## config.mk

```make
export PLATFORM = sky130hd
export DESIGN_NAME = nibble_serial_adder_ctrl
export DESIGN_NICKNAME = d
export VERILOG_FILES = /design/src/rtl/nibble_serial_adder_ctrl.sv
export SDC_FILE = /design/constraint.sdc
export NUM_CORES = 1
export LEC_CHECK = 0
export ABC_AREA = 1
export CORE_MARGIN = 2
export CORE_UTILIZATION = 35
export DETAILED_ROUTE_END_ITERATION = 10
export REMOVE_ABC_BUFFERS = 1
export SLEW_MARGIN = 20
export SYNTH_ARGS = -nofsm -noshare
export SYNTH_HDL_FRONTEND = slang
export SYNTH_SLANG_ARGS = --single-unit
```

## constraint.sdc

```tcl
create_clock -name clk -period 2.3 [get_ports clk]
set_input_delay 0.345 -clock clk [delete_from_list [all_inputs] [get_ports clk]]
set_output_delay 0.345 -clock clk [all_outputs]
set_load 0.02 [all_outputs]
```

## src/rtl/nibble_serial_adder_ctrl.sv

```systemverilog
// nibble_serial_adder_ctrl
// Performs a 4*NIBBLES-bit addition over NIBBLES cycles by feeding one
// nibble pair per cycle through an external 4-bit ripple-carry adder and
// collecting the nibble sums into an accumulator. A start/done handshake
// faces the datapath above; busy marks the cycles the adder is in use.

module nibble_serial_adder_ctrl #(
  parameter int NIBBLES = 4
) (
  input  logic                   clk,
  input  logic                   rst,
  input  logic                   start,
  input  logic [4*NIBBLES-1:0]   op_a,
  input  logic [4*NIBBLES-1:0]   op_b,
  input  logic                   cin,
  output logic                   busy,
  output logic                   done,
  output logic [4*NIBBLES-1:0]   result,
  output logic                   cout,
  output logic                   overflow,
  output logic [3:0]             add_a,
  output logic [3:0]             add_b,
  output logic                   add_cin,
  input  logic [3:0]             add_sum,
  input  logic                   add_cout
);

  localparam int W    = 4 * NIBBLES;
  localparam int IDXW = (NIBBLES > 1) ? $clog2(NIBBLES) : 1;
  localparam logic [IDXW-1:0] LAST_IDX = IDXW'(NIBBLES - 1);

  typedef enum logic [1:0] {
    IDLE,
    RUN,
    DONE
  } state_t;

  state_t          state;
  logic [W-1:0]    a_sh;
  logic [W-1:0]    b_sh;
  logic [W-1:0]    acc;
  logic [W-1:0]    acc_next;
  logic            carry_r;
  logic [IDXW-1:0] idx;
  logic            a_msb;
  logic            b_msb;

  // The incoming nibble sum enters at the top of the accumulator; written
  // as shift-and-merge so it stays valid when there is only one nibble.
  always_comb begin
    acc_next = (acc >> 4) | (W'(add_sum) << (W - 4));
  end

  // Adder operands come straight from registers and are zeroed outside RUN
  // so the shared adder sees quiet inputs when this block is not using it.
  always_comb begin
    add_a   = '0;
    add_b   = '0;
    add_cin = 1'b0;
    if (state == RUN) begin
      add_a   = a_sh[3:0];
      add_b   = b_sh[3:0];
      add_cin = carry_r;
    end
  end

  // Sequencer: accepts operands, steps one nibble per cycle, then holds the
  // registered result and pulses done for a single cycle.
  always_ff @(posedge clk or posedge rst) begin
    if (rst) begin
      state    <= IDLE;
      busy     <= 1'b0;
      done     <= 1'b0;
      result   <= '0;
      cout     <= 1'b0;
      overflow <= 1'b0;
      carry_r  <= 1'b0;
      acc      <= '0;
      a_sh     <= '0;
      b_sh     <= '0;
      idx      <= '0;
      a_msb    <= 1'b0;
      b_msb    <= 1'b0;
    end else begin
      case (state)
        IDLE, DONE: begin
          done <= 1'b0;
          if (start) begin
            a_sh    <= op_a;
            b_sh    <= op_b;
            carry_r <= cin;
            idx     <= '0;
            a_msb   <= op_a[W-1];
            b_msb   <= op_b[W-1];
            busy    <= 1'b1;
            state   <= RUN;
          end else begin
            busy  <= 1'b0;
            state <= IDLE;
          end
        end
        RUN: begin
          acc     <= acc_next;
          carry_r <= add_cout;
          a_sh    <= a_sh >> 4;
          b_sh    <= b_sh >> 4;
          idx     <= idx + 1'b1;
          if (idx == LAST_IDX) begin
            result   <= acc_next;
            cout     <= add_cout;
            overflow <= (a_msb == b_msb) && (add_sum[3] != a_msb);
            busy     <= 1'b0;
            done     <= 1'b1;
            state    <= DONE;
          end
        end
        default: begin
          busy  <= 1'b0;
          done  <= 1'b0;
          state <= IDLE;
        end
      endcase
    end
  end

endmodule

```

==> results.sh <==
export IMPL_status="finished, final reports clean"
export IMPL_drv_slew=0
export IMPL_grt_pass1_vias=2517
export IMPL_port_buffers=69
export IMPL_n_fill_cell=871
export IMPL_dieArea_um2=9955
export IMPL_p_per_area_nw_per_um2=1425
export IMPL_routed_wl_um=6847
export IMPL_antennaDiodeCount=0
export IMPL_netlist_area_um2=3211
export IMPL_syn_to_final_growth_pct=30.90
export IMPL_required_ns=1.96
export IMPL_avgRoutedWirePerCell_um=11.72
export IMPL_cp_max_fo=31
export IMPL_worst_pin_slew_ns=0.3759
export IMPL_regArea_um2=1752
export IMPL_critical_path_cell_chain="inv_2 -> nand2_4 -> nor2_1 -> clkdlybuf4s50_1"
export IMPL_cts_buffer_depth=2
export IMPL_setup_tns_ns=0
export IMPL_critPathCaptureType="output port"
export IMPL_cts_root_buf="clkbuf_8"
export IMPL_crit_path_max_incr_delay_ns=0.61
export IMPL_fmax_ghz=0.4611
export IMPL_h_tree_depth=3
export IMPL_initial_core_util_pct=36.46
export IMPL_grt_pass1_wl_um=11620
export IMPL_p_comb_share_pct=46.3
export IMPL_max_cap_violations=0
export IMPL_r2r_end="a_sh[7]$_DFFE_PP0P_"
export IMPL_drive_gt1_share_pct=6.513
export IMPL_syn_inst=404
export IMPL_path_delay_family="buffers and inverters"
export IMPL_synth_top_area_share_pct=54.56
export IMPL_grt_usage_pct=14.77
export IMPL_power_switching_uw=2453
export IMPL_dp_slack_ns=0.3397
export IMPL_die_w_um=99.78
export IMPL_whs_ns=0.2593
export IMPL_cp_arrival_ns=1.82
export IMPL_ioPinCount=70
export IMPL_grt_max_degree=36
export IMPL_yosys_warnings=0
export IMPL_cts_tree="yes"
export IMPL_clk_latency_ns=0.35
export IMPL_synth_ff_type="dfrtp_1"
export IMPL_numClockSinks=70
export IMPL_swShare_pct=40.95
export IMPL_yosys_cell_types_count=19
export IMPL_grt_antenna_before_repair=0
export IMPL_vias=2587
export IMPL_r2r_start="state[1]$_DFFE_PP0P_"
export IMPL_grt_overflow=0
export IMPL_r2r_setup_slack_ns=0.32
export IMPL_cts_clk_slew_worst_paths_ns=0.07
export IMPL_ys_ff_latch=70
export IMPL_coreArea_um2=8806
export IMPL_rsz0062_at_grt="no"
export IMPL_via_per_inst=4.430
export IMPL_final_nets=513
export IMPL_synthTopCellsByCount="134 x nand2_1, 74 x inv_1, 70 x dfrtp_1"
export IMPL_finClkSkew_ns=0.005460
export IMPL_pwr_share_seq_pct=35.3
export IMPL_synth_edf_count=0
export IMPL_synth_top_cell_by_area="dfrtp_1"
export IMPL_hpwl_um=4578
export IMPL_cp_slowest_cell="clkdlybuf4s50_1"
export IMPL_slew_headroom_pct=74.91
export IMPL_setup_viol=0
export IMPL_avgSynthCellArea_um2=7.947
export IMPL_p_int_uw=3537
export IMPL_power_leakage_uw=0.002252
export IMPL_drt_iter0_drc=142
export IMPL_route_detailed_drc=0
export IMPL_hold_viol=0
export IMPL_firstDrtPassIters=4
export IMPL_cts_buffers_inserted=9
export IMPL_yosysMostFrequentCell="nand2_1"
export IMPL_dieHeight_um=99.78
export IMPL_min_period_ns=2.169
export IMPL_r2r_cells=7
export IMPL_multi_input_area_um2=1044
export IMPL_async_flop_share_pct=100.0
export IMPL_synth_area_leaders="dfrtp_1 55%, nand2_1 16%, inv_1 8.7%"
export IMPL_start_kind="flip-flop"
export IMPL_num_rows=34
export IMPL_ant_nets=0
export IMPL_ys_seq_area_share_pct=54.56
export IMPL_critPathKind="reg2out"
export IMPL_p_clk_share_pct=18.4
export IMPL_irDropWorstVdd_mv=0.6481
export IMPL_hold_buffers=0
export IMPL_hold_class="in2async"
export IMPL_fin_ws_ns=0.1311
export IMPL_fin_crit_sh_pct=94.30
export IMPL_critPathBufInv=2
export IMPL_gp_congestion=0.7324
==> layout by cell type (no fill, tap or decap) <==
cell type,synthesis,layout
clkdlybuf4s50_1,0,65
a21oi_1,1,1
bufinv_16,0,2
nor2_4,1,1
dlymetal6s2s_1,0,4
clkinv_2,0,2
nand3_1,52,52
nand2_4,3,3
nor2_1,11,11
inv_1,74,73
nor2_2,1,1
o21ai_1,18,18
buf_4,4,5
dfrtp_1,70,70
buf_12,0,1
clkbuf_8,0,10
ha_1,1,1
o21ai_0,16,16
inv_4,1,1
inv_2,2,3
nand2_1,134,134
clkinvlp_4,0,2
==> metal layers <==
| metal | vias to the layer above | routed length (µm) | part of all wire [%] | global-route usage (%) |
|---|---|---|---|---|
| met4 | 0 | 130 | 1.9 | 6.955 |
| li1 | 1358 | - | - | - |
| met1 | 1158 | 3223 | 47 | 20.23 |
| met5 | - | 0 | 0 | 0 |
| met2 | 62 | 3167 | 46 | 22.56 |
| met3 | 9 | 325 | 4.7 | 3.064 |
==> through the flow <==
stage | instances | power [µW] | util [%] | cell area, µm²
6_report | 584 | 5990 | 47.73 | 4203
5_1_grt | 584 | 6547 | 47.73 | 4203
4_1_cts | 584 | 6069 | 47.61 | 4193
3_5_place_dp | 568 | 4948 | 45.08 | 3970
3_3_place_gp | 568 | 4866 | 45.08 | 3970
2_1_floorplan | 385 | 3903 | - | 3087
==> state kept, by name, summed over array words and instances, names as in the netlist <==
| name | flops |
|---|---|
| b_msb | 1 |
| result | 16 |
| state | 2 |
| a_sh | 16 |
| carry_r | 1 |
| a_msb | 1 |
| overflow | 1 |
| cout | 1 |
| b_sh | 16 |
| acc | 12 |
| busy | 1 |
| idx | 2 |
==> cell type report <==
class | instances | area share [%]
Sequential cell | 70 | 41.68
Multi-Input combinational cell | 238 | 24.83
Timing Repair Buffer | 75 | 18.04
Inverter | 77 | 6.937
Clock buffer | 10 | 3.275
Tap cell | 108 | 3.215
Clock inverter | 6 | 2.024
==> worst register-to-register path, stage by stage, from the launching register on <==
cell	delay [ns]
dfrtp_1	0.42
inv_2	0.07
nand2_4	0.25
buf_4	0.37
nand2_4	0.30
inv_4	0.32
nand2_1	0.10
nand2_1	0.08
==> power groups by stage <==
stage,logic [µW],registers [µW],clock network [µW]
2_1_floorplan,1600,2300,0
3_3_place_gp,2740,2120,0
3_5_place_dp,2810,2140,0
4_1_cts,2820,2120,1130
5_1_grt,3160,2190,1190
6_report,2780,2110,1100
==> worst max-delay path by stage <==
stage,end,slack (ns),cells after the start,startpoint
4_1_cts,add_b[2],0.10,4,state[1]$_DFFE_PP0P_
6_report,add_a[2],0.13,4,state[1]$_DFFE_PP0P_
3_5_place_dp,b_sh[9]$_DFFE_PP0P_,0.34,7,state[1]$_DFFE_PP0P_
2_1_floorplan,a_msb$_DFFE_PP0P_,0.19,1,rst
5_1_grt,add_cin,0.004,4,state[1]$_DFFE_PP0P_
3_3_place_gp,b_sh[7]$_DFFE_PP0P_,0.40,7,state[1]$_DFFE_PP0P_
==> logic make-up (layout without fill, tap and decap cells) <==
logic type,after synthesis,in the layout,share of synthesized area [%]
flip-flops,70,70,54.56
AND/OR/NAND/NOR,202,202,26.66
buffers and inverters,96,168,12.94
adder cells (fa/ha/maj),1,1,0.3896
AO/OA/AOI/OAI,35,35,5.456
==> timing repair <==
| item | CTS | global route |
|---|---|---|
| setup buffers | 0 | 0 |
| gates resized for setup | 0 | 4 |
| endpoints found under the setup margin | 0 | 4 |
Note: power is estimated with default switching activity, not from simulation.
